### config.mk
export PLATFORM = sky130hd
export DESIGN_NAME = imm_gen_pipe
export DESIGN_NICKNAME = d
export VERILOG_FILES = /design/src/rtl/imm_gen_pipe.sv
export SDC_FILE = /design/constraint.sdc
export NUM_CORES = 1
export LEC_CHECK = 0
export ABC_CLOCK_PERIOD_IN_PS = 1700
export CAP_MARGIN = 20
export CORE_UTILIZATION = 38
export CTS_CLUSTER_DIAMETER = 30
export DETAILED_ROUTE_END_ITERATION = 8
export PLACE_DENSITY = 0.71
export RECOVER_POWER = 25
export SLEW_MARGIN = 15
export SYNTH_ARGS = -nofsm -noshare
export SYNTH_HDL_FRONTEND = slang
export SYNTH_SLANG_ARGS = --single-unit
export TNS_END_PERCENT = 10
### constraint.sdc
create_clock -name clk -period 1.7 [get_ports clk]
set_input_delay 0.34 -clock clk [delete_from_list [all_inputs] [get_ports clk]]
set_output_delay 0.34 -clock clk [all_outputs]
set_load 0.02 [all_outputs]
### src/rtl/imm_gen_pipe.sv
// RV32/RV64 immediate generator for decode: combinational format decode feeding a
// 2-entry (main + skid) valid/ready buffer with synchronous flush.
module imm_gen_pipe #(
    parameter int unsigned XLEN = 32
) (
    input  logic            clk,
    input  logic            rst,
    input  logic            flush,
    input  logic            in_valid,
    output logic            in_ready,
    input  logic [31:0]     in_instr,
    output logic            out_valid,
    input  logic            out_ready,
    output logic [XLEN-1:0] out_imm,
    output logic [2:0]      out_fmt,
    output logic            out_illegal
);

    localparam logic [2:0] FmtI    = 3'b000;
    localparam logic [2:0] FmtS    = 3'b001;
    localparam logic [2:0] FmtB    = 3'b010;
    localparam logic [2:0] FmtU    = 3'b011;
    localparam logic [2:0] FmtJ    = 3'b100;
    localparam logic [2:0] FmtZ    = 3'b101;
    localparam logic [2:0] FmtNone = 3'b111;

    localparam int unsigned EntryW = XLEN + 4;

    typedef enum logic [1:0] {StEmpty, StOne, StTwo} state_e;

    state_e state_q, state_d;

    logic [31:0]       imm32;
    logic [XLEN-1:0]   dec_imm;
    logic [2:0]        dec_fmt;
    logic              dec_ill;
    logic [EntryW-1:0] dec_entry;
    logic [EntryW-1:0] main_q, skid_q;
    logic              main_ld, main_from_skid, skid_ld;
    logic              acc, pop;

    always_comb begin
        imm32   = '0;
        dec_fmt = FmtNone;
        dec_ill = 1'b0;
        unique case (in_instr[6:0])
            7'b0000011, 7'b0010011, 7'b1100111: begin
                imm32   = {{20{in_instr[31]}}, in_instr[31:20]};
                dec_fmt = FmtI;
            end
            7'b0100011: begin
                imm32   = {{20{in_instr[31]}}, in_instr[31:25], in_instr[11:7]};
                dec_fmt = FmtS;
            end
            7'b1100011: begin
                imm32   = {{20{in_instr[31]}}, in_instr[7], in_instr[30:25], in_instr[11:8], 1'b0};
                dec_fmt = FmtB;
            end
            7'b0110111, 7'b0010111: begin
                imm32   = {in_instr[31:12], 12'b0};
                dec_fmt = FmtU;
            end
            7'b1101111: begin
                imm32   = {{12{in_instr[31]}}, in_instr[19:12], in_instr[20], in_instr[30:21],
                           1'b0};
                dec_fmt = FmtJ;
            end
            7'b1110011: begin
                if (in_instr[14]) begin
                    imm32   = {27'b0, in_instr[19:15]};
                    dec_fmt = FmtZ;
                end else begin
                    imm32   = {{20{in_instr[31]}}, in_instr[31:20]};
                    dec_fmt = FmtI;
                end
            end
            default: begin
                dec_ill = 1'b1;
            end
        endcase
        // imm32 already carries the correct bit 31, so widening is a plain sign extension.
        dec_imm = XLEN'($signed(imm32));
    end

    assign dec_entry = {dec_ill, dec_fmt, dec_imm};

    // Ready is a function of registered state only; rst just masks it.
    assign in_ready  = (state_q != StTwo) && !rst;
    assign out_valid = (state_q != StEmpty);
    assign acc       = in_valid && in_ready;
    assign pop       = out_valid && out_ready;

    always_comb begin
        state_d        = state_q;
        main_ld        = 1'b0;
        main_from_skid = 1'b0;
        skid_ld        = 1'b0;
        if (flush) begin
            state_d = StEmpty;
        end else begin
            unique case (state_q)
                StEmpty: begin
                    if (acc) begin
                        state_d = StOne;
                        main_ld = 1'b1;
                    end
                end
                StOne: begin
                    if (acc && !pop) begin
                        state_d = StTwo;
                        skid_ld = 1'b1;
                    end else if (acc && pop) begin
                        main_ld = 1'b1;
                    end else if (pop) begin
                        state_d = StEmpty;
                    end
                end
                StTwo: begin
                    if (pop) begin
                        state_d        = StOne;
                        main_ld        = 1'b1;
                        main_from_skid = 1'b1;
                    end
                end
                default: state_d = StEmpty;
            endcase
        end
    end

    always_ff @(posedge clk) begin
        if (rst) begin
            state_q <= StEmpty;
            main_q  <= '0;
            skid_q  <= '0;
        end else begin
            state_q <= state_d;
            if (main_ld) begin
                main_q <= main_from_skid ? skid_q : dec_entry;
            end
            if (skid_ld) begin
                skid_q <= dec_entry;
            end
        end
    end

    assign out_imm     = main_q[XLEN-1:0];
    assign out_fmt     = main_q[XLEN+2:XLEN];
    assign out_illegal = main_q[XLEN+3];

endmodule

### Word level (Yosys, flattened, before mapping)

Cells that the tools add are included.

* register bits: 74
* input bits: 37
* logic and storage cells: 56

* equality and inequality tests: 16
* mux-type cells: 23
* reduce and logical (&&, ||, !) cells: 14

Operators with widths (number)
* $pmux W32 S6: 1
* $mux W36: 1
* $mux W32: 1
* $eq A7 B7 Y1 const B: 4
* $pmux W3 S6: 1
* $eq A7 B5 Y1 const B: 2
* $eq A7 B6 Y1 const B: 2
* $mux W1: 11
* $mux W2: 5
* $reduce_or A9 Y1: 1
* $eq A7 B2 Y1 const B: 1
* $ne A2 B2 Y1 const B: 3
* $ne A3 B3 Y1 const B: 2
* $pmux W2 S3: 1
* $logic_and A1 B1 Y1: 5
* $reduce_and A4 Y1: 1
* $reduce_or A2 Y1: 2
* $mux W3: 1
* $pmux W1 S3: 1
* $reduce_or A3 Y1: 1
* $eq A2 B1 Y1 const B: 1
* $eq A2 B2 Y1 const B: 1
* $logic_not A1 Y1: 2
* $logic_not A2 Y1: 1
* $reduce_bool A2 Y1: 1

### Logic depth before layout (Yosys ltp)

Gate-level depths: netlist of the first run.

* depth after elaboration: 8
* gate-level depth with buffers: 8
* depth with buffers taken out: 5

### Least setup slack after synthesis of the first run

Ideal clock, no wire load.

* kind: in2reg
* start: in in_instr[5]
* end: reg main_q[34]
* data arrival time: 1.558 ns
* data required time: 1.596 ns
* path slack: 0.038 ns
* stages on the path: 7
* path buffers: 2
* path through: buf_6 -> and2_4 -> buf_6 -> o21ba_1 -> o21a_1 -> nor3b_4 -> a2111oi_2

* cells in the longest elaborated chain, start to end: 4
* elaborated cells on any way between the ends: 13
* classes of those cells: 9 x eq/ne; 2 x mux; 2 x reduce/logical

RTL lines
* from (decl): RTL line 11 `input logic [31:0] in_instr,`
* $eq A7 B2 Y1, or another cell as far along: RTL line 46 `unique case (in_instr[6:0])`
* $reduce_or A3 Y1 or $reduce_or A2 Y1 (tied branches)
* $pmux W3 S6 (*): RTL line 46
* $mux W36 (*): RTL line 138 `main_q <= main_from_skid ? skid_q : dec_entry;`
* to (signal assigned): RTL line 138
* to (decl): RTL line 38 `logic [EntryW-1:0] main_q, skid_q;`

Mark *: on every way between the ends. The rest lies on a longest branch, timed or not.
A chain may end at the register's enable or synchronous reset.

### Worst setup path in the final report of the first run

* start: in in_instr[3]
* end: reg main_q[4]

* cells in the longest elaborated chain, start to end: 4
* elaborated cells on any way between the ends: 13
* classes of those cells: 9 x eq/ne; 2 x mux; 2 x reduce/logical

RTL lines (RTL line)
* $eq A7 B2 Y1, or another cell as far along: 46
* $reduce_or A3 Y1 or $reduce_or A2 Y1 (tied branches)
* $pmux W32 S6 (*): 46
* $mux W36 (*): 138

Marks and branches as above.

==> summary.md, run 1 <==
| Metric | Value |
|---|---|
| Outcome | `complete, but fails checks` |
| Failing checks | `DRC` |
| Worst EP arrival | `1.93 ns` |
| Core area | `8810 um2` |
| Largest family of logic cells by synthesized area | `compound AO/OA/AOI/OAI gates` |
| Total Routing Usage GR | `22.2%` |
| Die X | `between 90 and 100 um` |
| Worst skew pair latency | `0.35 ns` |
| Max stage delay on crit path | `0.35 ns` |
| RSZ-0062 raised after global routing | `true` |
| Num CTS Buffers | `9` |
| Max-Cap Viols | `0` |
| Row count | `34` |
| Fin crit share | `99.8%` |
| Synth cell types | `55` |
| Layout cells sized above 1 | `a little under a quarter` |
| Minimum clock period | `roughly 1.7 ns` |
| Clock Pin Slew Worst Setup and Hold Paths | `roughly 0.070 ns` |
| Xor/xnor cell area share of the yosys netlist | `0%` |
| First-pass DRT Iterations | `7` |
| Asr flop ratio synth | `0%` |
| FF+latch count, synth | `74` |
| Endpoint type of the worst setup path | `flop` |
| Clock skew | `0.00777 ns` |
| Reg2reg end | `main_q[12]` |
| Crit Path Class | `input pin to flop` |
| Pins Over Slew Limit | `0` |
| Hold path endpoint | `main_q[1]` |
| Sequential share of the synthesized area | `42.5%` |
| Worst reg-to-reg setup slack | `0.08 ns` |
| Remaining DRCs | `16` |
| Root Buffer | `clkbuf_8` |
| Post-synthesis mux area share | `0%` |
| LEAKAGE | `1.86 nW` |
| Critical path cell sequence | `dlygate4sd2_1, and3b_2, and4bb_2, buf_4, a22o_1, a211oi_1, o2bb2ai_1` |
| Area growth from synthesis to layout | `40.9%` |
| Worst path slowest cell | `dlygate4sd2_1` |
| Post-Syn Area | `3480 um2` |
| Hold_sp | `main_q[1]` |
| Drt initial violations | `between 200 and 300` |
| Achievable Freq | `590 MHz` |
| Diode count | `0` |
| Vias in the first global route | `3,338` |
| ANT nets after route | `0` |
| Slew HR | `64.2%` |
| Cts hold-fix bufs | `0` |
| Wire per inst | `16.9 um` |
| Total congestion overflow | `0` |
| Buffers & Inverters on Critical Path | `2` |
| P per Cell Area | `772 nW/um2` |
| Die area | `9550 um2` |
| Slew @ Worst Pin | `~0.54 ns` |
| CTS tree | `built` |
| Syn Inst Count | `386` |
| Synthesis warning total | `0` |
| Syn_nets | `423` |
| HPWL Detailed | `7270 um` |
| Final number of hold-violating endpoints | `0` |
| R2R depth | `6` |
| Worst hold margin | `0.472 ns` |
| Nets@finish | `about 540` |
| Routability cong. | `0.846` |
| Reg2reg start | `state_q[1]` |
| Synth Area in Simple Gates | `19.5%` |
| EDFF count, synth | `0` |
| Cell family with most CP delay | `compound AO/OA/AOI/OAI gates` |
| Setup TNS | `0 ns` |
| CP Data Required Time | `1.93 ns` |
| Port Buf Inserts | `74` |
| Hold Crit Depth | `1` |
| I/O pin count | `75` |
| Final wirelength | `10,300 um` |
| First-pass GRT wire length | `17,000 um` |
| Area after DPL | `4690 um2` |
| Effective utilization at floorplan | `39.6%` |
| Post-synth top flop | `dfxtp_1` |
| Worst Setup Start Kind | `input pin` |
| Via density | `~5.7` |
| Commonest non-fill, non-tap cell in the layout | `dfxtp_1` |
| Post-route cell area | `4910 um2` |
| Detailed-route via count | `3,461` |
| Most frequent cells in the layout | `74 x dfxtp_1, 54 x nor2_1, 54 x clkdlybuf4s50_1` |
| CTS H-Tree Depth | `3` |
| Die H | `slightly below 100 um` |
| Initial antenna violation count | `0` |
| Min-Delay Path Class | `flop to flop` |
| Setup Viol. Count Final | `0` |
| Synth Area in Adders | `0%` |
| Area fraction in compound gates after synthesis | `33.1%` |
| Clock Sinks | `74` |
| Peak supply drop | `between 0.4 and 0.5 mV` |
| Max clock buf depth | `2` |
| Mean Syn Cell Area | `between 9 and 10 um2` |
| Worst Path Max Fanout | `8` |
| Largest net degree at the start of global routing | `42` |
-- cell families after synthesis --
logic type | after synthesis
AO/OA/AOI/OAI | 146
AND/OR/NAND/NOR | 134
flip-flops | 74
buffers and inverters | 32
-- worst reg2reg max path, stage by stage, from the launching register on --
cell,delay [ns]
dfxtp_1,0.38
nor2b_2,0.23
nand2_1,0.13
a21oi_4,0.20
buf_12,0.18
nor2_1,0.08
a2111oi_4,0.32
-- layer usage --
layer  share of wire (%)  track usage (%)
met5                   0                0
met2                  48             36.5
met1                  45             29.4
met3                 6.8             5.15
met4                0.67             5.83
-- where the power goes --
part | switching (mW) | internal (mW) | leakage (nW) | total, mW
logic | 0.277 | 0.264 | 1.16 | 0.541
registers | 0.0234 | 1.77 | 0.599 | 1.79
clock network | 0.646 | 0.810 | 0.101 | 1.46
total | 0.947 | 2.85 | 1.86 | 3.79
-- registers in the layout (all words and copies together) (netlist names) --
| name | flops |
|---|---|
| state_q | 2 |
| skid_q | 36 |
| main_q | 36 |
-- Yosys cell counts, drive strengths merged (4+ instances only) --
library cell  count  share of area [%]
a21oi            40                6.0
a2111oi          20                 10
a31oi             4               0.72
nand2b            5               0.90
buf              17                3.2
o2bb2ai           5                1.3
nand3             5                1.0
nand2            29                3.1
a22o             10                2.5
nor2b             5               0.97
clkbuf           12                1.3
a211oi            6                1.4
nor2             59                6.4
a221o             6                1.7
o21ai            37                5.3
and3              8                1.4
dfxtp            74                 43
-- layout make-up --
class,instances,area (um2)
Multi-Input combinational cell,280,1900
Inverter,3,11.3
Clock buffer,9,124
Clock inverter,5,81.3
Sequential cell,74,1480
Fill cell,775,3900
Tap cell,108,135
Timing Repair Buffer,132,1180
-- metrics by stage --
stage / power [mW] / instances / worst slack [ns] / util [%]
after floorplan: 2.09 / 386 / 0.0381 / -
after global placement: 2.37 / 596 / -0.535 / 53.2
after detailed placement: 2.37 / 596 / -0.616 / 53.2
after CTS: 3.82 / 611 / 0.0000216 / 56.3
after global routing: 3.95 / 611 / -0.0608 / 55.8
final: 3.79 / 611 / 0.00368 / 55.8
-- worst max-delay path by stage --
| stage | to | from | cells after the start |
|---|---|---|---|
| 2_1_floorplan | main_q[34] | in_instr[5] | 7 |
| 3_3_place_gp | main_q[4] | in_instr[3] | 7 |
| 3_5_place_dp | main_q[4] | in_instr[2] | 7 |
| 4_1_cts | out_imm[20] | main_q[20] | 1 |
| 5_1_grt | main_q[4] | in_instr[3] | 7 |
| 6_report | main_q[4] | in_instr[3] | 7 |
-- repair_timing --
item / in CTS / in global routing
endpoints found under the setup margin: 71 / 45
gates resized for setup: 31 / 13
pin swaps: 7 / 4
setup buffers: 1 / 0
Power figures use the tool's default switching activity.
==> run 2, diff against run 1 <==
--- a/config.mk
+++ b/config.mk
@@ -9,6 +9,7 @@
 export CAP_MARGIN = 20
 export CORE_UTILIZATION = 38
 export CTS_CLUSTER_DIAMETER = 30
+export CTS_CLUSTER_SIZE = 8
 export DETAILED_ROUTE_END_ITERATION = 8
 export PLACE_DENSITY = 0.71
 export RECOVER_POWER = 25
==> results of run 2 <==
No change in the layout: final DEF, timing and power equal those of run 1.
==> run 3, diff against run 2 <==
--- a/config.mk
+++ b/config.mk
@@ -7,6 +7,7 @@
 export LEC_CHECK = 0
 export ABC_CLOCK_PERIOD_IN_PS = 1700
 export CAP_MARGIN = 20
+export CORE_ASPECT_RATIO = 1.5
 export CORE_UTILIZATION = 38
 export CTS_CLUSTER_DIAMETER = 30
 export CTS_CLUSTER_SIZE = 8
==> run 3 against run 2 <==
Net effect: the flow now finishes without violations; sequential cell count did not move; maximum frequency increased by 1.9%; sequential share of layout area shrank 2.2 points; largest cell class unchanged; critical path type is now flop to primary output; global-route usage increased by 1.6 points; cell count up 2.3%; register-to-register slack lost 0.02 ns; worst hold slack worse by 0.11 ns; critical path depth decreased by 6.
==> summary.md, run 3 (synthesis gave the netlist of run 1 again) <==
| Metric | Value |
|---|---|
| Die H | `119 um (was 97.7 um)` |
| Fillers | `746 (was 775)` |
| Die X | `80.2 um (was 97.7 um)` |
| Core area | `8880 um2 (was 8810 um2)` |
| First-pass DRT Iterations | `5 (was 7)` |
| Endpoint type of the worst setup path | `primary output (was flop)` |
| Minimum clock period | `1.67 ns (was 1.70 ns)` |
| Setup Viol. Count Final | `0 (unchanged)` |
| Most frequent cells in the layout | `72 x dfxtp_1, 59 x clkdlybuf4s50_1, 54 x nor2_1 (was 74 x dfxtp_1, 54 x nor2_1, 54 x clkdlybuf4s50_1)` |
| Drt initial violations | `285 (was 268)` |
| Peak supply drop | `0.623 mV (was 0.460 mV)` |
| Critical path cell sequence | `clkdlybuf4s50_1 (was dlygate4sd2_1, and3b_2, and4bb_2, buf_4, a22o_1, a211oi_1, o2bb2ai_1)` |
| Num CTS Buffers | `9 (unchanged)` |
| Largest net degree at the start of global routing | `42 (unchanged)` |
| HPWL Detailed | `7450 um (was 7270 um)` |
| Clock skew | `0.00581 ns (was 0.00777 ns)` |
| Clock Pin Slew Worst Setup and Hold Paths | `0.06 ns (was 0.07 ns)` |
| CTS tree | `built (unchanged)` |
| Worst reg-to-reg setup slack | `0.06 ns (was 0.08 ns)` |
| First-pass GRT wire length | `17,300 um (was 17,000 um)` |
| Outcome | `complete, no violations (was complete, but fails checks)` |
| Total Routing Usage GR | `23.8% (was 22.2%)` |
| Remaining DRCs | `0 (was 16)` |
| Via density | `5.66 (about the same)` |
| Detailed-route via count | `3,538 (was 3,461)` |
| Area growth from synthesis to layout | `52.4% (was 40.9%)` |
| Wire per inst | `17.7 um (was 16.9 um)` |
| Row count | `42 (was 34)` |
| CTS H-Tree Depth | `3 (unchanged)` |
| Achievable Freq | `601 MHz (was 590 MHz)` |
| Cts hold-fix bufs | `0 (unchanged)` |
| Effective utilization at floorplan | `39.2% (was 39.6%)` |
| P per Cell Area | `847 nW/um2 (was 772 nW/um2)` |
| Worst Path Max Fanout | `2 (was 8)` |
| Max-Cap Viols | `0 (unchanged)` |
| Max stage delay on crit path | `0.62 ns (was 0.35 ns)` |
| Worst Setup Start Kind | `flop (was input pin)` |
| Slew @ Worst Pin | `0.414 ns (was 0.537 ns)` |
| LEAKAGE | `2.03 nW (was 1.86 nW)` |
| Final wirelength | `11,100 um (was 10,300 um)` |
| ANT nets after route | `0 (unchanged)` |
| Fin crit share | `98.0% (was 99.8%)` |
| Root Buffer | `clkbuf_16 (was clkbuf_8)` |
| Max clock buf depth | `2 (unchanged)` |
| Buffers & Inverters on Critical Path | `1 (was 2)` |
| Worst skew pair latency | `0.34 ns (was 0.35 ns)` |
| Vias in the first global route | `3,533 (was 3,338)` |
| Layout cells sized above 1 | `27.0% (was 23.9%)` |
| Diode count | `0 (unchanged)` |
| Slew HR | `72.4% (was 64.2%)` |
| Worst EP arrival | `1.33 ns (was 1.93 ns)` |
| Commonest non-fill, non-tap cell in the layout | `dfxtp_1 (unchanged)` |
| Cell family with most CP delay | `buffers and inverters (was compound AO/OA/AOI/OAI gates)` |
| Pwr Total | `4.50 mW (was 3.79 mW)` |
| RSZ-0062 raised after global routing | `true (unchanged)` |
| Initial antenna violation count | `0 (unchanged)` |
| Worst path slowest cell | `clkdlybuf4s50_1 (was dlygate4sd2_1)` |
| Final number of hold-violating endpoints | `0 (unchanged)` |
| Nets@finish | `547 (was 537)` |
| Crit Path Class | `flop to primary output (was input pin to flop)` |
| I/O pin count | `75 (unchanged)` |
| Routability cong. | `0.893 (was 0.846)` |
| Port Buf Inserts | `74 (unchanged)` |
| Min-Delay Path Class | `input pin to flop (was flop to flop)` |
| Clock Sinks | `74 (unchanged)` |
| Finished Core Util | `59.8% (was 55.8%)` |
| Top flop regs | `main_q (36), skid_q (36), state_q (2) (unchanged)` |
| Pins Over Slew Limit | `0 (unchanged)` |
| CP Data Required Time | `1.36 ns (was 1.93 ns)` |
| Die area | `9560 um2 (was 9550 um2)` |
| Total congestion overflow | `0 (unchanged)` |
## run 3: repair_timing
item / in CTS / in global routing
pin swaps: 3 / 15
cloned: 0 / 2
buffers inserted: 2 / 4
endpoints found under the setup margin: 65 / 65
gates resized for setup: 25 / 35
## run 3: worst paths after layout
check	startpoint	end	cells past startpoint
worst max-delay path	main_q[20]	out_imm[20]	1
worst min-delay path	rst	state_q[0]	3
worst max register to register	state_q[1]	main_q[28]	6
worst min register to register	skid_q[9]	skid_q[9]	1
## run 3: area by class of cell
type	count	area, um2	area share (%)
Inverter	3	11.3	0.212
Tap cell	110	138	2.59
Clock inverter	4	73.8	1.39
Timing Repair Buffer	141	1340	25.2
Clock buffer	12	256	4.83
Sequential cell	74	1480	27.9
Multi-Input combinational cell	281	2010	37.8
## run 3: metal layers
layer | routed length, um | track usage (%) | vias to the layer above
met5 | 0 | 0 | -
met4 | 276 | 11.2 | 0
met3 | 478 | 5.59 | 29
met2 | 5890 | 41.2 | 122
met1 | 4430 | 26.9 | 1705
li1 | - | - | 1682
## run 3: metrics by stage
stage                     TNS (ns)  hold WS (ns)  worst slack [ns]  cell area [um2]  cells
after floorplan                  0         0.417            0.0381             3480    386
after global placement      -32.00         0.453            -0.553             4760    602
after detailed placement    -33.64         0.462            -0.587             4760    602
after CTS                  -0.0131         0.372           -0.0131             5170    620
after global routing       -0.0454         0.375           -0.0276             5310    625
final                            0         0.359            0.0348             5310    625
## run 3: power breakdown
| part | internal [mW] | switching [mW] | total (mW) |
|---|---|---|---|
| Combinational | 0.299 | 0.301 | 0.600 |
| Clock | 1.37 | 0.735 | 2.10 |
| Sequential | 1.77 | 0.0253 | 1.80 |
